`src/rtl/adc_pkg.sv`:
```
// Shared ADC constants and output-side state type.
// Also reused by the thermometer encoder bench.
package adc_pkg;
    localparam int CODE_W = 4;
    localparam logic [CODE_W-1:0] CODE_MAX = 4'hF;

    typedef enum logic {
        EMPTY = 1'b0,
        FULL  = 1'b1
    } out_state_t;
endpackage

```
`src/rtl/adc_round_shift.sv`:
```
// Round-half-up divide by 2^LOG2_N of a window sum.
// Purely combinational.
module adc_round_shift
    import adc_pkg::*;
#(
    parameter int LOG2_N = 2
) (
    input  logic [CODE_W+LOG2_N:0] sum,
    output logic [CODE_W-1:0]      avg
);
    localparam int SW = CODE_W + LOG2_N + 1;
    localparam logic [SW-1:0] HALF = SW'(1) << (LOG2_N - 1);

    logic [SW-1:0] rnd;

    assign rnd = sum + HALF;
    // Sum is at most 15*2^LOG2_N, so the quotient fits in CODE_W bits.
    assign avg = CODE_W'(rnd >> LOG2_N);
endmodule

```
`src/rtl/adc_code_avg.sv`:
```
// Windowed mean/min/max of flash ADC codes with a
// single-entry valid/ready output register.
module adc_code_avg
    import adc_pkg::*;
#(
    parameter int LOG2_N = 2
) (
    input  logic              clk,
    input  logic              rst,
    input  logic              en,
    input  logic              sample_en,
    input  logic [CODE_W-1:0] code,
    output logic [CODE_W-1:0] avg_code,
    output logic [CODE_W-1:0] min_code,
    output logic [CODE_W-1:0] max_code,
    output logic              ovr,
    output logic              avg_valid,
    input  logic              avg_ready,
    output logic              overrun
);
    localparam int AW = CODE_W + LOG2_N;
    localparam int CW = LOG2_N + 1;
    localparam logic [CW-1:0] LAST = CW'((1 << LOG2_N) - 1);

    logic [CODE_W-1:0] code_q;
    logic              vld_q;
    logic [AW-1:0]     acc;
    logic [CW-1:0]     cnt;
    logic [CODE_W-1:0] run_min;
    logic [CODE_W-1:0] run_max;
    logic              run_ovr;

    logic              acc_en;
    logic              done;
    logic [AW:0]       sum;
    logic [CODE_W-1:0] win_avg;
    logic [CODE_W-1:0] win_min;
    logic [CODE_W-1:0] win_max;
    logic              win_ovr;

    out_state_t        state;
    out_state_t        state_n;
    logic              load;
    logic              set_ovr;

    assign acc_en  = vld_q & en;
    assign done    = acc_en & (cnt == LAST);
    assign sum     = {1'b0, acc} + (AW+1)'(code_q);
    assign win_min = (code_q < run_min) ? code_q : run_min;
    assign win_max = (code_q > run_max) ? code_q : run_max;
    assign win_ovr = run_ovr | (code_q == CODE_MAX);

    adc_round_shift #(
        .LOG2_N(LOG2_N)
    ) u_round (
        .sum(sum),
        .avg(win_avg)
    );

    always_ff @(posedge clk) begin
        if (rst) begin
            code_q <= '0;
            vld_q  <= 1'b0;
        end else begin
            vld_q <= sample_en & en;
            if (sample_en && en)
                code_q <= code;
        end
    end

    always_ff @(posedge clk) begin
        if (rst || !en || done) begin
            acc     <= '0;
            cnt     <= '0;
            run_min <= CODE_MAX;
            run_max <= '0;
            run_ovr <= 1'b0;
        end else if (acc_en) begin
            acc     <= sum[AW-1:0];
            cnt     <= cnt + 1'b1;
            run_min <= win_min;
            run_max <= win_max;
            run_ovr <= win_ovr;
        end
    end

    always_comb begin
        state_n = state;
        load    = 1'b0;
        set_ovr = 1'b0;
        unique case (state)
            EMPTY: begin
                if (done) begin
                    load    = 1'b1;
                    state_n = FULL;
                end
            end
            FULL: begin
                // A same-edge handshake frees the slot for the new result.
                if (done && avg_ready)
                    load = 1'b1;
                else if (done)
                    set_ovr = 1'b1;
                else if (avg_ready)
                    state_n = EMPTY;
            end
            default: state_n = EMPTY;
        endcase
    end

    always_ff @(posedge clk) begin
        if (rst) begin
            state    <= EMPTY;
            avg_code <= '0;
            min_code <= '0;
            max_code <= '0;
            ovr      <= 1'b0;
            overrun  <= 1'b0;
        end else begin
            state <= state_n;
            if (load) begin
                avg_code <= win_avg;
                min_code <= win_min;
                max_code <= win_max;
                ovr      <= win_ovr;
            end
            if (set_ovr)
                overrun <= 1'b1;
        end
    end

    assign avg_valid = (state == FULL);
endmodule

```
`config.mk`:
```
export PLATFORM = sky130hd
export DESIGN_NAME = adc_code_avg
export DESIGN_NICKNAME = d
export VERILOG_FILES = /design/src/rtl/adc_pkg.sv /design/src/rtl/adc_round_shift.sv /design/src/rtl/adc_code_avg.sv
export SDC_FILE = /design/constraint.sdc
export NUM_CORES = 1
export LEC_CHECK = 0
export ABC_AREA = 0
export CAP_MARGIN = 10
export CELL_PAD_IN_SITES_DETAIL_PLACEMENT = 0
export CELL_PAD_IN_SITES_GLOBAL_PLACEMENT = 2
export CORE_AREA = 2 2 86 88
export CTS_CLUSTER_DIAMETER = 200
export DETAILED_ROUTE_END_ITERATION = 7
export DIE_AREA = 0 0 88 90
export PLACE_DENSITY_LB_ADDON = 0.2
export SYNTH_ARGS = -nofsm -noshare
export SYNTH_HDL_FRONTEND = slang
export SYNTH_HIERARCHICAL = 1
export SYNTH_SLANG_ARGS = --single-unit
export TNS_END_PERCENT = 20
```
`constraint.sdc`:
```
create_clock -name clk -period 2.05 [get_ports clk]
set_input_delay 0.41 -clock clk [delete_from_list [all_inputs] [get_ports clk]]
set_output_delay 0.41 -clock clk [all_outputs]
set_load 0.05 [all_outputs]
```
==> flow_metrics.tcl <==
set metrics [dict create \
    die_area_um2 7920 \
    syn_avg_cell_area_um2 8.57 \
    finalCriticalPeriod_ns 1.90 \
    cts_root_buf "clkbuf_8" \
    clock_path_buffers 2 \
    place.gp.congestion 0.784 \
    r2r-start "acc[0]$_SDFFE_PP0N_" \
    grt_max_degree 21 \
    power.density_nw_per_um2 553 \
    clk_pin_slew_worst_paths_ns 0.08 \
    start_util 0.287 \
    dr.pass1.iters 4 \
    cp_max_fo 3 \
    vias 1806 \
    grt_pass1_wl_mm 8.93 \
    grt_use_total 0.142 \
    grt_overflow 0 \
    power.leakage_uw 0.000943 \
    drt-total-wl_mm 5.21 \
    fillers 733 \
    post-route-util 0.366 \
    setup_violations 0 \
    tightest_slew_ns 0.505 \
    dieWidth_um 88 \
    cp.required_ns 2.27 \
    cts.htree.levels 2 \
    drive_gt1_frac 0.145 \
    ys_warn_count 6 \
    endpoint_kind "flop" \
    cts_tree "built" \
    fin_crit_sh 0.927 \
    wire_per_inst_um 13.9 \
    start_kind "flop" \
    setup-tns-final_ns 0 \
    final_antenna_net_count 0 \
    cts.sinks 38 \
    power_uw 1420 \
    arrival_ns 2.12 \
    regToRegEndpoint "avg_code[3]$_SDFFE_PP0P_" \
    post_cts_buffers 0 \
    max-cap-violations 0 \
    critical_path_class "reg2reg" \
    reg2reg_depth 11 \
    slew_violations 0 \
    finalClockSkew_ns 0.00643 \
    finalWorstSetupSlack_ns 0.151 \
    max_freq_mhz 526 \
    antenna_found_initial 0 \
    rows 31 \
    syn_inst 235 \
    place_hpwl_mm 3.87 \
    post-place-ws_ns 0.0646 \
    status "complete, no violations" \
    netlist_area_um2 2010 \
    holdPathStages 2 \
    via_per_inst 4.83 \
    numCtsBuffers 5 \
    drt_iter0_markers 93 \
    hp-class "reg2reg" \
    rsz0062_at_grt "false" \
    coreArea_um2 7020 \
    r2r_slack_ns 0.15 \
    grt_pass1_vias 1771 \
    area_growth_pct 27.7 \
    insertion_delay_ns 0.29 \
    antenna_cells 0 \
    nets 298 \
    vdd_ir_drop_max_mv 0.195 \
    dieHeight_um 90 \
    slew_headroom 0.662 \
    hold_violations 0 \
    ios 24 \
    drc 0 \
    synth_nets 259 \
    holdPathEnd "avg_code[2]$_SDFFE_PP0P_" \
    hold_start "avg_code[2]$_SDFFE_PP0P_" \
    port_buffers 23 \
]
==> flip-flops by register name, indices dropped and copies added (netlist names) <==
| signal | flops |
|---|---|
| acc | 6 |
| avg_code | 4 |
| avg_valid | 1 |
| cnt | 3 |
| code_q | 4 |
| max_code | 4 |
| min_code | 4 |
| overrun | 1 |
| ovr | 1 |
| run_max | 4 |
| run_min | 4 |
| run_ovr | 1 |
| vld_q | 1 |
==> cell type report <==
cell class	count	area [um^2]	area share
Inverter	13	48.8	0.0190
Tap cell	99	124	0.0482
Multi-Input combinational cell	173	1150	0.447
Timing Repair Buffer	43	393	0.153
Clock buffer	7	86.3	0.0336
Sequential cell	38	764	0.297
Clock inverter	1	5.00	0.00195
==> layout by cell type (no fill, tap or decap), types with 5 or more instances in the layout <==
master	n
dfxtp_1	35
nor2_1	27
nand2_1	27
clkdlybuf4s50_1	23
a21oi_1	21
buf_4	19
nor4_1	14
inv_1	13
ha_1	13
a211oi_1	10
nand3_1	6
clkbuf_8	6
xnor2_1	5
==> worst max-delay path by stage <==
stage,from,to,slack (ns),cells past startpoint
6_report,acc[0]$_SDFFE_PP0N_,avg_code[3]$_SDFFE_PP0P_,0.15,11
4_1_cts,code_q[0]$_SDFFE_PP0P_,avg_code[3]$_SDFFE_PP0P_,0.04,11
5_1_grt,code_q[3]$_SDFFE_PP0P_,avg_code[3]$_SDFFE_PP0P_,0.006,8
3_3_place_gp,avg_ready,min_code[2]$_SDFFE_PP0P_,0.04,5
2_1_floorplan,code_q[0]$_SDFFE_PP0P_,avg_code[3]$_SDFFE_PP0P_,0.004,11
3_5_place_dp,en,min_code[3]$_SDFFE_PP0P_,0.06,7
==> worst max-delay path, cell delays in order (launching register included) <==
cell	delay, ns
dfxtp_1	0.37
ha_4	0.15
inv_1	0.05
fa_2	0.34
nor2b_1	0.12
o21ai_1	0.08
nand2_1	0.08
xor2_1	0.18
nand3_1	0.11
xnor2_1	0.17
nand2_1	0.06
a21oi_1	0.12
==> power by group <==
group | switching [uW] | total [uW] | internal (uW)
Clock | 260 | 531 | 271
Sequential | 9.75 | 755 | 745
Combinational | 79.8 | 138 | 58.3
==> per-stage QoR <==
step	hold slack [ns]	cell area, um^2	instances
2_1_floorplan	0.436	2010	235
3_3_place_gp	0.443	2460	366
3_5_place_dp	0.447	2460	366
4_1_cts	0.457	2550	374
5_1_grt	0.486	2570	374
6_report	0.454	2570	374
==> layer usage <==
metal | up-vias | share of wire | track usage
met3 | 6 | 0.039 | 0.0340
li1 | 922 | - | -
met5 | - | 0 | 0
met4 | 0 | 0.0084 | 0.0308
met1 | 856 | 0.50 | 0.206
met2 | 22 | 0.45 | 0.213
==> what timing repair did <==
| item | in CTS | in global routing |
|---|---|---|
| hold buffers | 0 | 0 |
| setup endpoints to repair | 0 | 6 |
| gates resized for setup | 0 | 9 |
| hold endpoints to repair | 0 | 0 |
Power figures use the tool's default switching activity.
